<file path="src/rtl/alu_arbiter_if.sv">
// rtl/alu_arbiter_if.sv - requester/response bundle between the two ALU clients and the arbiter
interface alu_arbiter_if;
  logic [1:0]  req_valid;
  logic [1:0]  req_ready;
  logic [5:0]  req_op;
  logic [15:0] req_a;
  logic [15:0] req_b;
  logic [1:0]  rsp_valid;
  logic [1:0]  rsp_ready;
  logic [7:0]  rsp_result;
  logic        rsp_zero;
  logic        rsp_err;

  modport master (
    output req_valid, req_op, req_a, req_b, rsp_ready,
    input  req_ready, rsp_valid, rsp_result, rsp_zero, rsp_err
  );

  modport slave (
    input  req_valid, req_op, req_a, req_b, rsp_ready,
    output req_ready, rsp_valid, rsp_result, rsp_zero, rsp_err
  );
endinterface

</file>
<file path="src/rtl/alu_arbiter.sv">
// rtl/alu_arbiter.sv - round-robin two-port sequencer for the shared 8-bit combinational ALU
module alu_arbiter #(
  parameter int ADD_WAIT    = 0,
  parameter int MULDIV_WAIT = 2
) (
  input  logic         clk,
  input  logic         rst_n,
  alu_arbiter_if.slave bus,
  output logic [7:0]   alu_a,
  output logic [7:0]   alu_b,
  output logic         alu_sub,
  output logic [2:0]   alu_op_select,
  input  logic [7:0]   alu_result
);
  typedef enum logic [1:0] {IDLE, EXEC, RESP} state_t;

  state_t     state, state_nxt;
  logic [1:0] cnt;
  logic       owner;
  logic       last_grant;
  logic       gnt;
  logic       any_valid;
  logic       accept;
  logic       sel_err;
  logic [2:0] sel_op;
  logic [7:0] sel_a;
  logic [7:0] sel_b;
  logic [7:0] rsp_result_q;
  logic       rsp_zero_q;
  logic       rsp_err_q;

  // Contention goes to whichever port did not win the previous accept.
  always_comb begin
    any_valid = |bus.req_valid;
    case (bus.req_valid)
      2'b01:   gnt = 1'b0;
      2'b10:   gnt = 1'b1;
      2'b11:   gnt = ~last_grant;
      default: gnt = 1'b0;
    endcase
  end

  assign sel_op  = gnt ? bus.req_op[5:3] : bus.req_op[2:0];
  assign sel_a   = gnt ? bus.req_a[15:8] : bus.req_a[7:0];
  assign sel_b   = gnt ? bus.req_b[15:8] : bus.req_b[7:0];
  assign sel_err = (sel_op > 3'd5) || ((sel_op == 3'd5) && (sel_b == 8'h00));

  // Held low while reset is asserted so no grant is shown to requesters.
  assign bus.req_ready = (state == IDLE && rst_n && any_valid) ? (gnt ? 2'b10 : 2'b01) : 2'b00;
  assign accept        = |(bus.req_valid & bus.req_ready);

  assign bus.rsp_valid  = (state == RESP) ? (owner ? 2'b10 : 2'b01) : 2'b00;
  assign bus.rsp_result = rsp_result_q;
  assign bus.rsp_zero   = rsp_zero_q;
  assign bus.rsp_err    = rsp_err_q;

  always_ff @(posedge clk or negedge rst_n) begin
    if (!rst_n) state <= IDLE;
    else        state <= state_nxt;
  end

  always_comb begin
    state_nxt = state;
    case (state)
      IDLE: if (accept) state_nxt = sel_err ? RESP : EXEC;
      EXEC: if (cnt == 2'd0) state_nxt = RESP;
      RESP: if (bus.rsp_ready[owner]) state_nxt = IDLE;
      default: state_nxt = IDLE;
    endcase
  end

  always_ff @(posedge clk or negedge rst_n) begin
    if (!rst_n) begin
      cnt           <= 2'd0;
      owner         <= 1'b0;
      last_grant    <= 1'b1;
      alu_a         <= 8'h00;
      alu_b         <= 8'h00;
      alu_sub       <= 1'b0;
      alu_op_select <= 3'd0;
      rsp_result_q  <= 8'h00;
      rsp_zero_q    <= 1'b0;
      rsp_err_q     <= 1'b0;
    end else if (accept) begin
      owner         <= gnt;
      last_grant    <= gnt;
      alu_a         <= sel_a;
      alu_b         <= sel_b;
      alu_sub       <= (sel_op == 3'd1);
      alu_op_select <= sel_op;
      cnt           <= (sel_op >= 3'd4) ? 2'(MULDIV_WAIT) : 2'(ADD_WAIT);
      if (sel_err) begin
        rsp_result_q <= 8'h00;
        rsp_zero_q   <= 1'b1;
        rsp_err_q    <= 1'b1;
      end
    end else if (state == EXEC) begin
      if (cnt != 2'd0) begin
        cnt <= cnt - 2'd1;
      end else begin
        rsp_result_q <= alu_result;
        rsp_zero_q   <= (alu_result == 8'h00);
        rsp_err_q    <= 1'b0;
      end
    end
  end
endmodule
</file>
<file path="src/flat_wrapper.sv">
// flat-port wrapper written by rule: the top's interface ports become plain ports
module alu_arbiter_flat 
#(
  parameter int ADD_WAIT    = 0,
  parameter int MULDIV_WAIT = 2
)
  (clk, rst_n, alu_a, alu_b, alu_sub, alu_op_select, alu_result, bus_req_valid, bus_req_op, bus_req_a, bus_req_b, bus_rsp_ready, bus_req_ready, bus_rsp_valid, bus_rsp_result, bus_rsp_zero, bus_rsp_err);
  alu_arbiter_if bus_i ();
  input  logic clk;
  input  logic rst_n;
  output logic [7:0] alu_a;
  output logic [7:0] alu_b;
  output logic alu_sub;
  output logic [2:0] alu_op_select;
  input  logic [7:0] alu_result;
  input wire logic [$bits(bus_i.req_valid)-1:0] bus_req_valid;
  input wire logic [$bits(bus_i.req_op)-1:0] bus_req_op;
  input wire logic [$bits(bus_i.req_a)-1:0] bus_req_a;
  input wire logic [$bits(bus_i.req_b)-1:0] bus_req_b;
  input wire logic [$bits(bus_i.rsp_ready)-1:0] bus_rsp_ready;
  output wire logic [$bits(bus_i.req_ready)-1:0] bus_req_ready;
  output wire logic [$bits(bus_i.rsp_valid)-1:0] bus_rsp_valid;
  output wire logic [$bits(bus_i.rsp_result)-1:0] bus_rsp_result;
  output wire logic [$bits(bus_i.rsp_zero)-1:0] bus_rsp_zero;
  output wire logic [$bits(bus_i.rsp_err)-1:0] bus_rsp_err;
  assign bus_i.req_valid = bus_req_valid;
  assign bus_i.req_op = bus_req_op;
  assign bus_i.req_a = bus_req_a;
  assign bus_i.req_b = bus_req_b;
  assign bus_i.rsp_ready = bus_rsp_ready;
  assign bus_req_ready = bus_i.req_ready;
  assign bus_rsp_valid = bus_i.rsp_valid;
  assign bus_rsp_result = bus_i.rsp_result;
  assign bus_rsp_zero = bus_i.rsp_zero;
  assign bus_rsp_err = bus_i.rsp_err;
  alu_arbiter #(.ADD_WAIT(ADD_WAIT), .MULDIV_WAIT(MULDIV_WAIT)) u_core (.clk(clk), .rst_n(rst_n), .bus(bus_i), .alu_a(alu_a), .alu_b(alu_b), .alu_sub(alu_sub), .alu_op_select(alu_op_select), .alu_result(alu_result));
endmodule
</file>
<file path="config.mk">
export PLATFORM = sky130hd
export DESIGN_NAME = alu_arbiter_flat
export DESIGN_NICKNAME = d
export VERILOG_FILES = /design/src/rtl/alu_arbiter_if.sv /design/src/rtl/alu_arbiter.sv /design/src/flat_wrapper.sv
export SDC_FILE = /design/constraint.sdc
export NUM_CORES = 1
export LEC_CHECK = 0
export CORE_UTILIZATION = 40
export CTS_BUF_LIST = sky130_fd_sc_hd__clkbuf_2 sky130_fd_sc_hd__clkbuf_4 sky130_fd_sc_hd__clkbuf_8
export DETAILED_ROUTE_END_ITERATION = 16
export PLACE_DENSITY_LB_ADDON = 0.2
export SYNTH_ARGS = -nofsm -noshare
export SYNTH_HDL_FRONTEND = slang
export SYNTH_SLANG_ARGS = --single-unit
</file>
<file path="constraint.sdc">
create_clock -name clk -period 2.4 [get_ports clk]
set_input_delay 0.48 -clock clk [delete_from_list [all_inputs] [get_ports clk]]
set_output_delay 0.48 -clock clk [all_outputs]
set_load 0.02 [all_outputs]
</file>
* After elaboration in Yosys (flattened, before gate mapping)
Cells that the tools add are included.
** Word-level totals
- Flip-flop bits (word level) :: 36
- Input bits :: 52
- Output and inout bits :: 34
- Logic and storage cells :: 74
** Operators by class
- $add $sub $neg :: 1
- Order comparisons :: 3
- Eq/ne operators :: 11
- Muxes and demuxes :: 30
- Bitwise gates (word level) :: 2
- Reduce and logical (&&, ||, !) cells :: 16
** Operator list (number)
- two-way mux 8 bit :: 6
- two-way mux 2 bit :: 12
- logical NOT 8 bit :: 2
- two-way mux 1 bit :: 9
- == test 2 bit (second input constant) :: 3
- inequality test 2 x 1 -> 1 bit (second input constant) :: 3
- one-hot mux 2 bit (3 select lines) :: 1
- AND reduction 3 bit :: 2
- nonzero test 2 bit :: 3
- logical NOT 2 bit :: 2
- inequality test 2 bit (second input constant) :: 2
- OR reduction 2 bit :: 2
- == test 3 x 1 -> 1 bit (second input constant) :: 1
- == test 3 bit (second input constant) :: 1
- greater-or-equal comparator 3 bit (second input constant) :: 1
- > comparator 3 bit (second input constant) :: 1
- logical AND 1 bit :: 3
- two-way mux 3 bit :: 1
- bitwise AND 2 bit :: 1
- == test 2 x 1 -> 1 bit (second input constant) :: 1
- < comparator 1 x 2 -> 1 bit (second input constant) :: 1
- one-hot mux 1 bit (2 select lines) :: 1
- AND reduction 2 bit :: 1
- subtractor 2 x 1 -> 2 bit (second input constant) :: 1
- 2 further kinds :: 2

* Logic depth before layout (Yosys ltp)
- Depth after elaboration :: 9
- Gate-level depth with buffers :: 6
- Depth with buffers taken out :: 6

* Worst setup path before layout
OpenSTA, ideal clock, no wires.
- Path kind :: input port to output port
- Start :: in rst_n
- End :: out bus_req_ready[0]
- Data arrival time :: 1.198 ns
- Data required time :: 1.920 ns
- Slack :: 0.722 ns
- Cell stages on the path :: 3
- Path buffers :: 0
- Cells stage by stage :: nor3b_2 nand2_1 a21oi_1
** Between the ends
- Longest elaborated chain between the ends :: 3
** RTL lines
- from (decl) :: line flat_wrapper.sv:10 : input logic rst_n;
- logical AND 1 bit (2 in a row) :: line alu_arbiter.sv:49 : assign bus.req_ready = (state == IDLE && rst_n && any_valid) ? (gnt ? 2'b10 : 2'b01) : 2'b00;
- two-way mux 2 bit :: line alu_arbiter.sv:49
- to (decl) :: line flat_wrapper.sv:21 : output wire logic [$bits(bus_i.req_ready)-1:0] bus_req_ready;
Every way passes these cells.

* Final worst setup path
- Start :: in bus_req_valid[1]
- End :: reg u_core.rsp_result_q[1], in the netlist u_core.bus.rsp_result[1]
** Between the ends
- Longest elaborated chain between the ends :: 8
- Elaborated cells on any way between the ends :: 21
- Classes of those cells :: order compare (1); eq/ne (5); mux (6); bitwise (1); reduce/logical (8)
** RTL lines
- from (decl) :: line flat_wrapper.sv:16 : input wire logic [$bits(bus_i.req_valid)-1:0] bus_req_valid;
- parallel branches: the longest is 8 deep, another holds > comparator 3 bit
- to (signal assigned) :: line alu_arbiter.sv:101 : rsp_result_q <= alu_result;
- to (decl) :: line alu_arbiter.sv:28 : logic [7:0] rsp_result_q;
Parallel ways; which one is timed is not known.
A chain may end at the register's enable or synchronous reset.

==> metrics.csv <==
metric,value,unit
endpoint_kind,register,
ctsLongestPathBuffers,2,
grt_pass1_wl,7141,microns
worst_slew_pin_slew,0.5476,ns
yosys_register_bits,36,
die_area,4709,sq um
layout_commonest_cell,clkdlybuf4s50_1,
pwr-share-clk,14.7,%
vias,1573,
crit_buf_inv,3,
path_clk_slew,0.06,ns
post-route-util,68.36,%
gp_congestion,0.7244,
power_frac_seq,34.9,%
power.internal,1.930,mW
drtIter0Drc,50,
fin_area,2833,sq um
final-setup-viol-count,0,
cp_top_family,buffers and inverters,
cts-root-buf,clkbuf_8,
antennaDiodeCount,0,
grt_setup_unrepaired,no,
area_delta_synth_final,59.55,%
start_util,42.84,%
ant_nets,0,
cp_data_arrival_time,2.37,ns
max_stage_delay,0.48,ns
critPathMaxFanout,21,
placed_area,2716,sq um
io_pins,86,
numCtsBuffers,5,
cts_tree,done,
maxSlewHeadroom,63.41,%
maxCapViolCount,0,
dp_hpwl,3301,microns
required,2.60,ns
max_freq,0.4607,GHz
crit_path_frequent_cell,buf_4,
r2r_cells,6,
overflow,0,
antenna_found_initial,0,
fin_crit,2.171,ns
drcViolationCount,0,
synth_fp_nets,216,
track_usage,20.80,%
netlist_instances,163,
wl_per_cell,14.07,microns
coreArea,4144,sq um
powerDensity,1089,nW/um^2
rrSetupSlack,0.53,ns
worstSkewPairLatency,0.28,ns
power_switching,1.155,mW
mostFrequentLayoutCells,"82 x clkdlybuf4s50_1, 35 x dfrtp_1, 29 x mux2i_1",
totalWireLength,4333,microns
outcome,finished clean,
syn_area,1775,sq um
first_global_vias,1519,
fin_skew,0.004770,ns
yosysWarningCount,0,
hold_viol_final,0,
die_x,68.63,microns
post_drt_via_cell_ratio,5.107,
power_frac_comb,50.4,%
die_h,68.63,microns
start_kind,input port,
nets,310,
totalPowerFinal,3.085,mW
drv_slew,0,
finalCritPeriodShare,90.44,%
max-vdd-ir-drop,0.6054,mV
rows,23,
cts.sinks,36,
fillers,344,
first_pass_iters,4,
leakage,1.296,nW
rr_endpoint,u_core.bus.rsp_result[1],
synthDistinctLibCells,33,
synth_seq_area_share,50.81,%
portBuffers,85,
layout-drive-gt1-share,9.690,%
grt_max_degree,41,
htreeDepth,2,
r2r_start,u_core.last_grant,
slowest_stage,clkdlybuf4s50_1,
timing.hold.ws,0.2745,ns
syn_avg_cell_area,10.89,sq um
crit_type,input port to register,
worstPathCellList,clkdlybuf4s50_1 -> a21boi_4 -> buf_4 -> mux2i_1 -> buf_4 -> a31oi_4 -> a21oi_1,
hold_class,input port to async pin,
p_sw_share,37.44,%
worst max-delay path by stage:
stage                                    end  depth (start not counted)              from  slack, ns
floorplan                   bus_req_ready[0]                          3             rst_n       0.72
global placement    u_core.bus.rsp_result[5]                          7  bus_req_valid[1]       0.04
detailed placement  u_core.bus.rsp_result[1]                          7  bus_req_valid[1]      -0.08
CTS                         bus_req_ready[0]                          4   u_core.state[1]       0.02
global route        u_core.bus.rsp_result[1]                          7  bus_req_valid[1]        0.1
finish              u_core.bus.rsp_result[1]                          7  bus_req_valid[1]       0.23
state kept, by name, indices dropped and copies added, names as in the netlist:
signal,cells
u_core.alu_a,8
u_core.alu_b,8
u_core.bus.rsp_result,8
u_core.alu_op_select,3
u_core.cnt,2
u_core.state,2
u_core.alu_sub,1
u_core.bus.rsp_err,1
u_core.bus.rsp_zero,1
u_core.last_grant,1
u_core.owner,1
layer usage:
layer  GRT usage [%]  up-vias  wire, microns
met5               0        -              0
met4           6.250        0             47
met3           6.414        5            345
met2           33.21       51           2025
met1           26.97      744           1914
li1                -      773              -
Yosys cell counts:
cell type / instances / area, sq um
a21boi_4: 1 / 18.77
a21o_1: 2 / 15.01
a21oi_1: 12 / 60.06
a31o_1: 1 / 8.760
a31oi_1: 1 / 6.260
a31oi_4: 1 / 21.27
a32o_1: 1 / 10.01
and2_1: 1 / 6.260
buf_2: 2 / 10.01
buf_6: 1 / 11.26
buf_8: 1 / 15.01
clkbuf_1: 4 / 15.01
dfrtp_1: 35 / 875.8
dfstp_2: 1 / 26.28
ha_1: 1 / 12.51
inv_1: 4 / 15.01
mux2i_1: 29 / 290.3
nand2_1: 20 / 75.07
nand3b_1: 2 / 15.01
nand4_4: 1 / 21.27
nand4b_1: 1 / 8.760
nor2_1: 5 / 18.77
nor3_1: 1 / 5.000
nor3b_1: 5 / 37.54
nor3b_2: 1 / 12.51
nor4_1: 2 / 12.51
o211ai_1: 1 / 7.510
o21a_1: 1 / 7.510
o21ai_0: 17 / 85.08
o21ai_1: 4 / 20.02
o21bai_1: 1 / 7.510
or4_1: 2 / 15.01
xnor2_1: 1 / 8.760
power by group through the flow:
| stage | registers (mW) | clock network [mW] | logic, mW |
|---|---|---|---|
| finish | 1.08 | 0.454 | 1.55 |
| global route | 1.11 | 0.495 | 1.70 |
| CTS | 1.08 | 0.463 | 1.57 |
| detailed placement | 1.08 | 0 | 1.56 |
| global placement | 1.07 | 0 | 1.55 |
| floorplan | 1.35 | 0 | 0.538 |
stage by stage:
| step | instances | TNS, ns | setup WS [ns] |
|---|---|---|---|
| floorplan | 163 | 0 | 0.7219 |
| global placement | 299 | 0 | 0.04256 |
| detailed placement | 299 | -0.3666 | -0.08351 |
| CTS | 308 | 0 | 0.02393 |
| global route | 308 | 0 | 0.09532 |
| finish | 308 | 0 | 0.2294 |
timing repair:
item,4_1_cts,5_1_grt
setup buffers,1,0
hold endpoints to repair,0,0
resized for setup,1,2
setup endpoints to repair,2,2
pin swaps,1,0
hold buffers,0,0
area by class of cell:
| class | count | area (sq um) | share of cell area (%) |
|---|---|---|---|
| Tap cell | 50 | 62.56 | 2.208 |
| Multi-Input combinational cell | 115 | 817.0 | 28.84 |
| Inverter | 4 | 15.01 | 0.5300 |
| Sequential cell | 36 | 902.1 | 31.85 |
| Clock buffer | 8 | 97.59 | 3.445 |
| Timing Repair Buffer | 95 | 938.4 | 33.13 |
cells by family after synthesis:
logic type	share of synthesized area, %
and+or+nand+nor	12.83
DFF	50.81
AOI/OAI and AO/OA	15.08
buffers and inverters	3.734
xor gates and xnor gates	0.4934
muxes	16.35
adders and majority gates	0.7046
Power figures use the tool's default switching activity.
